==> config.mk <==
export PLATFORM = sky130hd
export DESIGN_NAME = meter_display
export DESIGN_NICKNAME = d
export VERILOG_FILES = /design/src/rtl/meter_pkg.sv /design/src/rtl/meter_display_bin2bcd.sv /design/src/rtl/meter_display.sv
export SDC_FILE = /design/constraint.sdc
export NUM_CORES = 1
export LEC_CHECK = 0
export ABC_AREA = 1
export ABC_CLOCK_PERIOD_IN_PS = 3500
export CORE_MARGIN = 3
export CORE_UTILIZATION = 40
export DETAILED_ROUTE_END_ITERATION = 8
export PLACE_DENSITY = 0.6
export SYNTH_ARGS = -nofsm -noshare
export SYNTH_HDL_FRONTEND = slang
export SYNTH_HIERARCHICAL = 1
export SYNTH_SLANG_ARGS = --single-unit
==> constraint.sdc <==
create_clock -name clk -period 3.5 [get_ports clk]
set_clock_uncertainty 0.05 [all_clocks]
set_input_delay 0.875 -clock clk [delete_from_list [all_inputs] [get_ports clk]]
set_output_delay 0.875 -clock clk [all_outputs]
set_load 0.01 [all_outputs]
==> src/rtl/meter_pkg.sv <==
// Shared constants, types and segment encoder for the parking-meter display.
// Pure definitions; no latency, no flow control.
package meter_pkg;

    localparam logic [13:0] MAX_COUNT  = 14'd9999;
    localparam logic [13:0] LOW_THRESH = 14'd200;

    // Active-low {g,f,e,d,c,b,a}
    localparam logic [6:0] SEG_0     = 7'b1000000;
    localparam logic [6:0] SEG_1     = 7'b1111001;
    localparam logic [6:0] SEG_2     = 7'b0100100;
    localparam logic [6:0] SEG_3     = 7'b0110000;
    localparam logic [6:0] SEG_4     = 7'b0011001;
    localparam logic [6:0] SEG_5     = 7'b0010010;
    localparam logic [6:0] SEG_6     = 7'b0000010;
    localparam logic [6:0] SEG_7     = 7'b1111000;
    localparam logic [6:0] SEG_8     = 7'b0000000;
    localparam logic [6:0] SEG_9     = 7'b0010000;
    localparam logic [6:0] SEG_BLANK = 7'b1111111;

    typedef enum logic [1:0] {
        LOAD  = 2'd0,
        SHIFT = 2'd1,
        DONE  = 2'd2
    } conv_state_t;

    typedef logic [3:0] bcd_digit_t;

    function automatic logic [6:0] seg_encode(input bcd_digit_t d);
        logic [6:0] s;
        case (d)
            4'd0:    s = SEG_0;
            4'd1:    s = SEG_1;
            4'd2:    s = SEG_2;
            4'd3:    s = SEG_3;
            4'd4:    s = SEG_4;
            4'd5:    s = SEG_5;
            4'd6:    s = SEG_6;
            4'd7:    s = SEG_7;
            4'd8:    s = SEG_8;
            4'd9:    s = SEG_9;
            default: s = SEG_BLANK;
        endcase
        return s;
    endfunction

endpackage

==> src/rtl/meter_display_bin2bcd.sv <==
// Clamped sequential double-dabble: 16-cycle LOAD/SHIFT x14/DONE loop, results latched atomically at DONE.
// Free-running, no backpressure; count is sampled only in LOAD.
module bin2bcd_seq
    import meter_pkg::*;
(
    input  logic        clk,
    input  logic        rst_n,
    input  logic [13:0] count,
    output logic [15:0] bcd,
    output logic [13:0] value,
    output logic        done
);

    conv_state_t state_q, state_d;
    logic [29:0] shreg_q, shreg_d;
    logic [13:0] cap_q, cap_d;
    logic [3:0]  cnt_q, cnt_d;
    logic [15:0] bcd_q, bcd_d;
    logic [13:0] value_q, value_d;
    logic        done_q, done_d;
    logic [29:0] adj;

    always_comb begin
        state_d = state_q;
        shreg_d = shreg_q;
        cap_d   = cap_q;
        cnt_d   = cnt_q;
        bcd_d   = bcd_q;
        value_d = value_q;
        done_d  = 1'b0;
        adj     = shreg_q;
        case (state_q)
            LOAD: begin
                cap_d   = (count > MAX_COUNT) ? MAX_COUNT : count;
                shreg_d = {16'd0, cap_d};
                cnt_d   = 4'd0;
                state_d = SHIFT;
            end
            SHIFT: begin
                // Upper 16 bits hold the four BCD nibbles being built
                for (int n = 0; n < 4; n++) begin
                    if (adj[14 + 4*n +: 4] >= 4'd5) begin
                        adj[14 + 4*n +: 4] = adj[14 + 4*n +: 4] + 4'd3;
                    end
                end
                shreg_d = {adj[28:0], 1'b0};
                cnt_d   = cnt_q + 4'd1;
                if (cnt_q == 4'd13) begin
                    state_d = DONE;
                end
            end
            DONE: begin
                bcd_d   = shreg_q[29:14];
                value_d = cap_q;
                done_d  = 1'b1;
                state_d = LOAD;
            end
            default: state_d = LOAD;
        endcase
    end

    always_ff @(posedge clk or negedge rst_n) begin
        if (!rst_n) begin
            state_q <= LOAD;
            shreg_q <= '0;
            cap_q   <= '0;
            cnt_q   <= '0;
            bcd_q   <= '0;
            value_q <= '0;
            done_q  <= 1'b0;
        end else begin
            state_q <= state_d;
            shreg_q <= shreg_d;
            cap_q   <= cap_d;
            cnt_q   <= cnt_d;
            bcd_q   <= bcd_d;
            value_q <= value_d;
            done_q  <= done_d;
        end
    end

    assign bcd   = bcd_q;
    assign value = value_q;
    assign done  = done_q;

endmodule

==> src/rtl/meter_display.sv <==
// 4-digit multiplexed 7-seg driver with low-time/expiry blink; outputs registered, count->display <=32+1 cycles.
// No backpressure. Optional LEADING_ZERO_BLANK_EN darkens leading zero digits 3..1.
module meter_display
    import meter_pkg::*;
#(
    parameter int SCAN_DIV  = 100000,
    parameter int BLINK_DIV = 50000000
) (
    input  logic        clk,
    input  logic        rst_n,
    input  logic [13:0] count,
    output logic [3:0]  an,
    output logic [6:0]  seg,
    output logic        dp
);

    localparam int SCAN_W  = (SCAN_DIV  > 1) ? $clog2(SCAN_DIV)  : 1;
    localparam int BLINK_W = (BLINK_DIV > 1) ? $clog2(BLINK_DIV) : 1;

    logic [15:0] bcd;
    logic [13:0] value;
    logic        unused_done;

    bin2bcd_seq u_conv (
        .clk   (clk),
        .rst_n (rst_n),
        .count (count),
        .bcd   (bcd),
        .value (value),
        .done  (unused_done)
    );

    logic [SCAN_W-1:0]  scan_cnt_q, scan_cnt_d;
    logic [1:0]         dig_q, dig_d;
    logic [BLINK_W-1:0] blink_cnt_q, blink_cnt_d;
    logic [1:0]         ph_q, ph_d;
    logic [3:0]         an_q, an_d;
    logic [6:0]         seg_q, seg_d;
    bcd_digit_t         digit_sel;
    logic               lit;
`ifdef LEADING_ZERO_BLANK_EN
    logic [3:0]         lead_zero;
`endif

    always_comb begin
        scan_cnt_d  = scan_cnt_q + 1'b1;
        dig_d       = dig_q;
        blink_cnt_d = blink_cnt_q + 1'b1;
        ph_d        = ph_q;
        if (scan_cnt_q == SCAN_W'(SCAN_DIV - 1)) begin
            scan_cnt_d = '0;
            dig_d      = dig_q + 2'd1;
        end
        if (blink_cnt_q == BLINK_W'(BLINK_DIV - 1)) begin
            blink_cnt_d = '0;
            ph_d        = ph_q + 2'd1;
        end
    end

    always_comb begin
        digit_sel = bcd[{dig_q, 2'b00} +: 4];
        if (value == 14'd0) begin
            lit = ~ph_q[0];
        end else if (value < LOW_THRESH) begin
            lit = ~ph_q[1];
        end else begin
            lit = 1'b1;
        end
`ifdef LEADING_ZERO_BLANK_EN
        // A digit is a leading zero if it and everything above it is zero; digit 0 never is
        lead_zero[3] = (bcd[15:12] == 4'd0);
        lead_zero[2] = lead_zero[3] && (bcd[11:8] == 4'd0);
        lead_zero[1] = lead_zero[2] && (bcd[7:4] == 4'd0);
        lead_zero[0] = 1'b0;
        if (lead_zero[dig_q]) begin
            lit = 1'b0;
        end
`endif
        an_d  = lit ? ~(4'b0001 << dig_q) : 4'b1111;
        seg_d = seg_encode(digit_sel);
    end

    always_ff @(posedge clk or negedge rst_n) begin
        if (!rst_n) begin
            scan_cnt_q  <= '0;
            dig_q       <= '0;
            blink_cnt_q <= '0;
            ph_q        <= '0;
            an_q        <= 4'b1111;
            seg_q       <= SEG_BLANK;
        end else begin
            scan_cnt_q  <= scan_cnt_d;
            dig_q       <= dig_d;
            blink_cnt_q <= blink_cnt_d;
            ph_q        <= ph_d;
            an_q        <= an_d;
            seg_q       <= seg_d;
        end
    end

    assign an  = an_q;
    assign seg = seg_q;
    assign dp  = 1'b1;

endmodule

==> results.yml, run 1 <==
power_and_ir_drop:
  total_power_uw: 4270
  power.density_nw_per_um2: 530
  power_leakage_uw: 0.00393
  ir_worst_vdd_v: 0.000379
floorplan:
  die_area_um2: 18900
  rows: 47
  die-width_um: 138
  start_util_pct: 41.3
  coreArea_um2: 16800
  die_h_um: 138
  io-pin-count: 28
cts:
  cts_tree: "built"
  cts_max_path_buffers: 2
  cts_sinks: 138
  cts_setup_buffers: 0
  clkTransAtPathRegs_ns: 0.06
  htree_levels: 4
  numCtsBuffers: 17
  root_buffer: "clkbuf_16"
  clk-insertion-delay-late_ns: 0.43
  post_cts_resized: 0
  ctsHoldBuffers: 0
drt:
  remaining_drc_errors: 0
  wire_per_inst_um: 12.2
  firstDrtPassIters: 4
  drtIter0Drc: 325
  ant_nets: 0
  avgViaCountPerCell: 4.70
  wl_um: 13900
  num_vias: 5337
sta:
  finalMaxSlewViolations: 0
  period_needed_ns: 2.40
  rsz0062_at_grt: "false"
  finalSetupViolCount: 0
  whs_ns: 0.414
  finalHoldViolCount: 0
  max_freq_mhz: 416
  fin_ws_ns: 1.10
  timing.final.crit_share_pct: 68.7
  worst_pin_slew_ns: 0.748
  finalSetupTns_ns: 0
  relSlewSlack_pct: 50.2
cells_and_area:
  multi_input_area_um2: 2920
  fin_nets: 941
  fill_cells: 1665
  area_growth_pct: 16.4
  instances_no_fill: 1136
  n_antenna_cell: 0
  layout-drive-gt1-share_pct: 8.52
  ff_latch_area_um2: 3470
global_routing:
  antenna_found_initial: 0
  gr-total-overflow: 0
  grt_pass1_wl_um: 24200
  grt_max_degree: 76
  first_global_vias: 5196
  grtUsageTotal_pct: 16.0
synthesis:
  synth_fp_nets: 906
  syn_area_um2: 6920
  synth.avg_cell_area_um2: 7.97
  syn_inst: 869
  synth_warnings: 6
worst_setup_path:
  crit_family: "flip-flops"
  crit_path_max_fanout: 1
  start_kind: "register"
  critPathArrivalTime_ns: 1.48
  required_ns: 2.57
  crit_chain: "clkdlybuf4s50_1"
  critPathCaptureType: "primary output"
  crit_path_top_delay_cell: "dfstp_2"
  critPathKind: "register to primary output"
  crit_buf_inv: 1
  cpPeakStageDelay_ns: 0.54
placement:
  gp_congestion: 0.817
  dpl_worst_slack_ns: 1.15
  dp_cells: 1105
  hpwl_um: 9630
  port_buffers: 26
outcome:
  status: "completed"
min_path:
  min_path_type: "register to register"
flow_run:
  cap_violations: 0
-- cells in the final DEF (no fill, tap or decap), types with 17 or more instances in the layout --
cell	n
nand2_1	269
dfrtp_1	127
inv_1	110
nor2_1	97
nand3_1	57
o21ai_0	33
clkdlybuf4s50_1	25
o21ai_1	23
xor2_1	22
ha_1	21
clkbuf_16	17
-- sequential cells by signal, indices dropped and copies added, names as in the netlist, 7 cells and up --
signal / cells
blink_cnt_q: 26
scan_cnt_q: 17
seg: 7
u_conv/bcd: 16
u_conv/cap_q: 14
u_conv/shreg_q: 30
u_conv/value: 14
-- worst paths after layout --
path	from	to	slack [ns]	depth (start not counted)
setup / recovery	an[1]	an[1]	1.10	1
hold / removal	u_conv/value[9]	u_conv/value[9]	0.41	2
setup reg to reg	u_conv/state_q[1]	u_conv/bcd[0]	1.49	5
hold reg to reg	u_conv/value[9]	u_conv/value[9]	0.41	2
max in group asynchronous	rst_n	u_conv/value[10]	2.21	2
min in group asynchronous	rst_n	blink_cnt_q[19]	0.43	1
-- power breakdown --
part	internal (µW)	switching, µW	total, µW	leakage (µW)
Sequential	1770	66.4	1840	0.00173
Clock	1270	701	1970	0.000304
Combinational	202	257	459	0.00190
Total	3240	1020	4270	0.00393
-- metal layers --
layer  part of all wire, %  global-route usage [%]  routed length (µm)
met3                   3.6                    3.65                 494
met5                     0                       0                   0
met1                    49                    21.7                6850
met4                  0.85                    5.32                 118
met2                    46                    25.4                6420
-- cell type report --
class / count / share of cell area [%]
Sequential cell: 138 / 43.0
Multi-Input combinational cell: 597 / 36.2
Inverter: 118 / 5.54
Clock buffer: 18 / 5.33
Timing Repair Buffer: 32 / 3.80
Tap cell: 220 / 3.42
Clock inverter: 13 / 2.69
-- through the flow --
| step | area (µm²) | utilization (%) |
|---|---|---|
| finish | 8060 | 48.1 |
| global route | 8060 | 48.1 |
| CTS | 8060 | 48.1 |
| detailed placement | 7410 | 44.2 |
| global placement | 7410 | 44.2 |
| floorplan | 6920 | - |
(Power assumes the default switching activity.)
==> run 2, diff against run 1 <==
Settings changed: ABC_CLOCK_PERIOD_IN_PS 3500 to 2240.
Clock period 3.5 ns to 2.24 ns, I/O delays scaled along.
==> results.yml, run 2 (synthesis results as in run 1) <==
sta:
  finalMaxSlewViolations: 0
  period_needed_ns: 2.07
  timing.final.crit_share_pct: 92.5
  rsz0062_at_grt: "false"
  finalHoldViolCount: 0
  finalSetupViolCount: 0
  finalSetupTns_ns: 0
  max_freq_mhz: 483
cells_and_area:
  final_core_util_pct: 47.8
  top_regs: "u_conv/shreg_q x30, blink_cnt_q x26, scan_cnt_q x17"
  fin_nets: 944
  top_register: "u_conv/shreg_q"
  fill_cells: 1678
  layout-drive-gt1-share_pct: 8.91
  area_growth_pct: 15.6
  final_cell_mix: "269 x nand2_1, 127 x dfrtp_1, 110 x inv_1, 97 x nor2_1, 57 x nand3_1"
  n_antenna_cell: 0
  finalInstanceArea_um2: 8010
  final_common_cell: "nand2_1"
  largest_reg_flops: 30
worst_setup_path:
  rr_worst_depth: 8
  crit_buf_inv: 1
  reg2reg_setup_slack_ns: 0.49
  critPathKind: "register to primary output"
  setup.worst_path.end: "an[2]"
  crit_path_top_delay_cell: "dfstp_2"
  cp-startpoint: "an[2]"
  crit_chain: "clkdlybuf4s50_1"
  crit_family: "flip-flops"
  required_ns: 1.63
  critPathCaptureType: "primary output"
  reg2reg_to: "seg[6]"
  critPathArrivalTime_ns: 1.46
  worst-path-stages: 1
  start_kind: "register"
  crit_path_max_fanout: 1
  r2r_start: "dig_q[0]"
  cpPeakStageDelay_ns: 0.53
power_and_ir_drop:
  p_comb_share_pct: 11.5
  p_sw_uw: 1590
  p_int_uw: 4620
  switching_share_pct: 25.6
  pwr-share-seq_pct: 46.3
  ir_worst_vdd_v: 0.000516
  power_leakage_uw: 0.00391
  p_clk_share_pct: 42.2
  total_power_uw: 6200
  power.density_nw_per_um2: 775
floorplan:
  die_h_um: 138
  die_area_um2: 18900
  die-width_um: 138
  coreArea_um2: 16800
  io-pin-count: 28
  start_util_pct: 41.3
  rows: 47
cts:
  htree_levels: 4
  post_cts_resized: 0
  clkTransAtPathRegs_ns: 0.06
  clk-insertion-delay-late_ns: 0.41
  cts_tree: "built"
  numCtsBuffers: 17
  cts_max_path_buffers: 2
  cts_setup_buffers: 0
  ctsHoldBuffers: 0
  cts_sinks: 138
  root_buffer: "clkbuf_16"
flow_run:
  cap_violations: 0
global_routing:
  grt_pass1_wl_um: 24100
  grt_max_degree: 50
  gr-total-overflow: 0
  first_global_vias: 5209
  grtUsageTotal_pct: 15.9
  antenna_found_initial: 0
min_path:
  min_path_type: "input pin to async pin"
drt:
  wl_um: 13700
  num_vias: 5307
  ant_nets: 0
  remaining_drc_errors: 0
  drtIter0Drc: 275
  firstDrtPassIters: 8
  avgViaCountPerCell: 4.66
  wire_per_inst_um: 12.0
placement:
  post_dp_cell_area_um2: 7460
  hpwl_um: 9730
  port_buffers: 26
  gp_congestion: 0.833
outcome:
  status: "completed"
## run 2: cell count changes in the layout (fill, tap and decap cells not counted), moves of 2 or more
| cell | change |
|---|---|
| clkinv_2 | +5 |
| clkinv_4 | -2 |
| bufinv_16 | -4 |
| buf_12 | +2 |
## run 2: layout make-up
type / instances / area (µm²) / share of cell area (%)
clock buffers: 18 / 429 / 5.36
well taps: 220 / 275 / 3.44
flip-flops and latches: 138 / 3470 / 43.3
repair buffers: 35 / 354 / 4.42
multi-input cells: 597 / 2920 / 36.4
clock inverters: 14 / 120 / 1.50
inverters: 118 / 447 / 5.58
## run 2: through the flow
step	cells	setup WS, ns	hold WS, ns
finish	1140	0.168	0.0187
global placement	1108	0.205	0.397
CTS	1140	0.152	0.0346
global route	1140	0.110	0.0479
detailed placement	1108	0.190	0.402
floorplan	869	0.761	0.214
## run 2: worst min-delay path by stage
stage	from	end	slack, ns	depth (start not counted)
3_3_place_gp	u_conv/value[9]	u_conv/value[9]	0.40	2
3_5_place_dp	u_conv/value[9]	u_conv/value[9]	0.40	2
6_report	rst_n	blink_cnt_q[15]	0.02	1
4_1_cts	rst_n	blink_cnt_q[21]	0.03	1
2_1_floorplan	rst_n	blink_cnt_q[0]	0.21	0
5_1_grt	rst_n	blink_cnt_q[15]	0.05	1
## run 2: power by group through the flow
stage | sequential (µW) | combinational (µW) | clock [µW]
after CTS | 2870 | 730 | 2670
final | 2870 | 715 | 2620
after detailed placement | 2920 | 728 | 0
after floorplan | 2930 | 407 | 0
after global placement | 2910 | 726 | 0
after global routing | 2900 | 826 | 2790
## run 2: layer usage
layer,wire length (µm),GRT usage (%),vias up
met5,0,0,-
li1,-,-,2787
met4,115,4.05,0
met3,470,3.98,10
met2,6180,25.2,83
met1,6910,22.0,2427
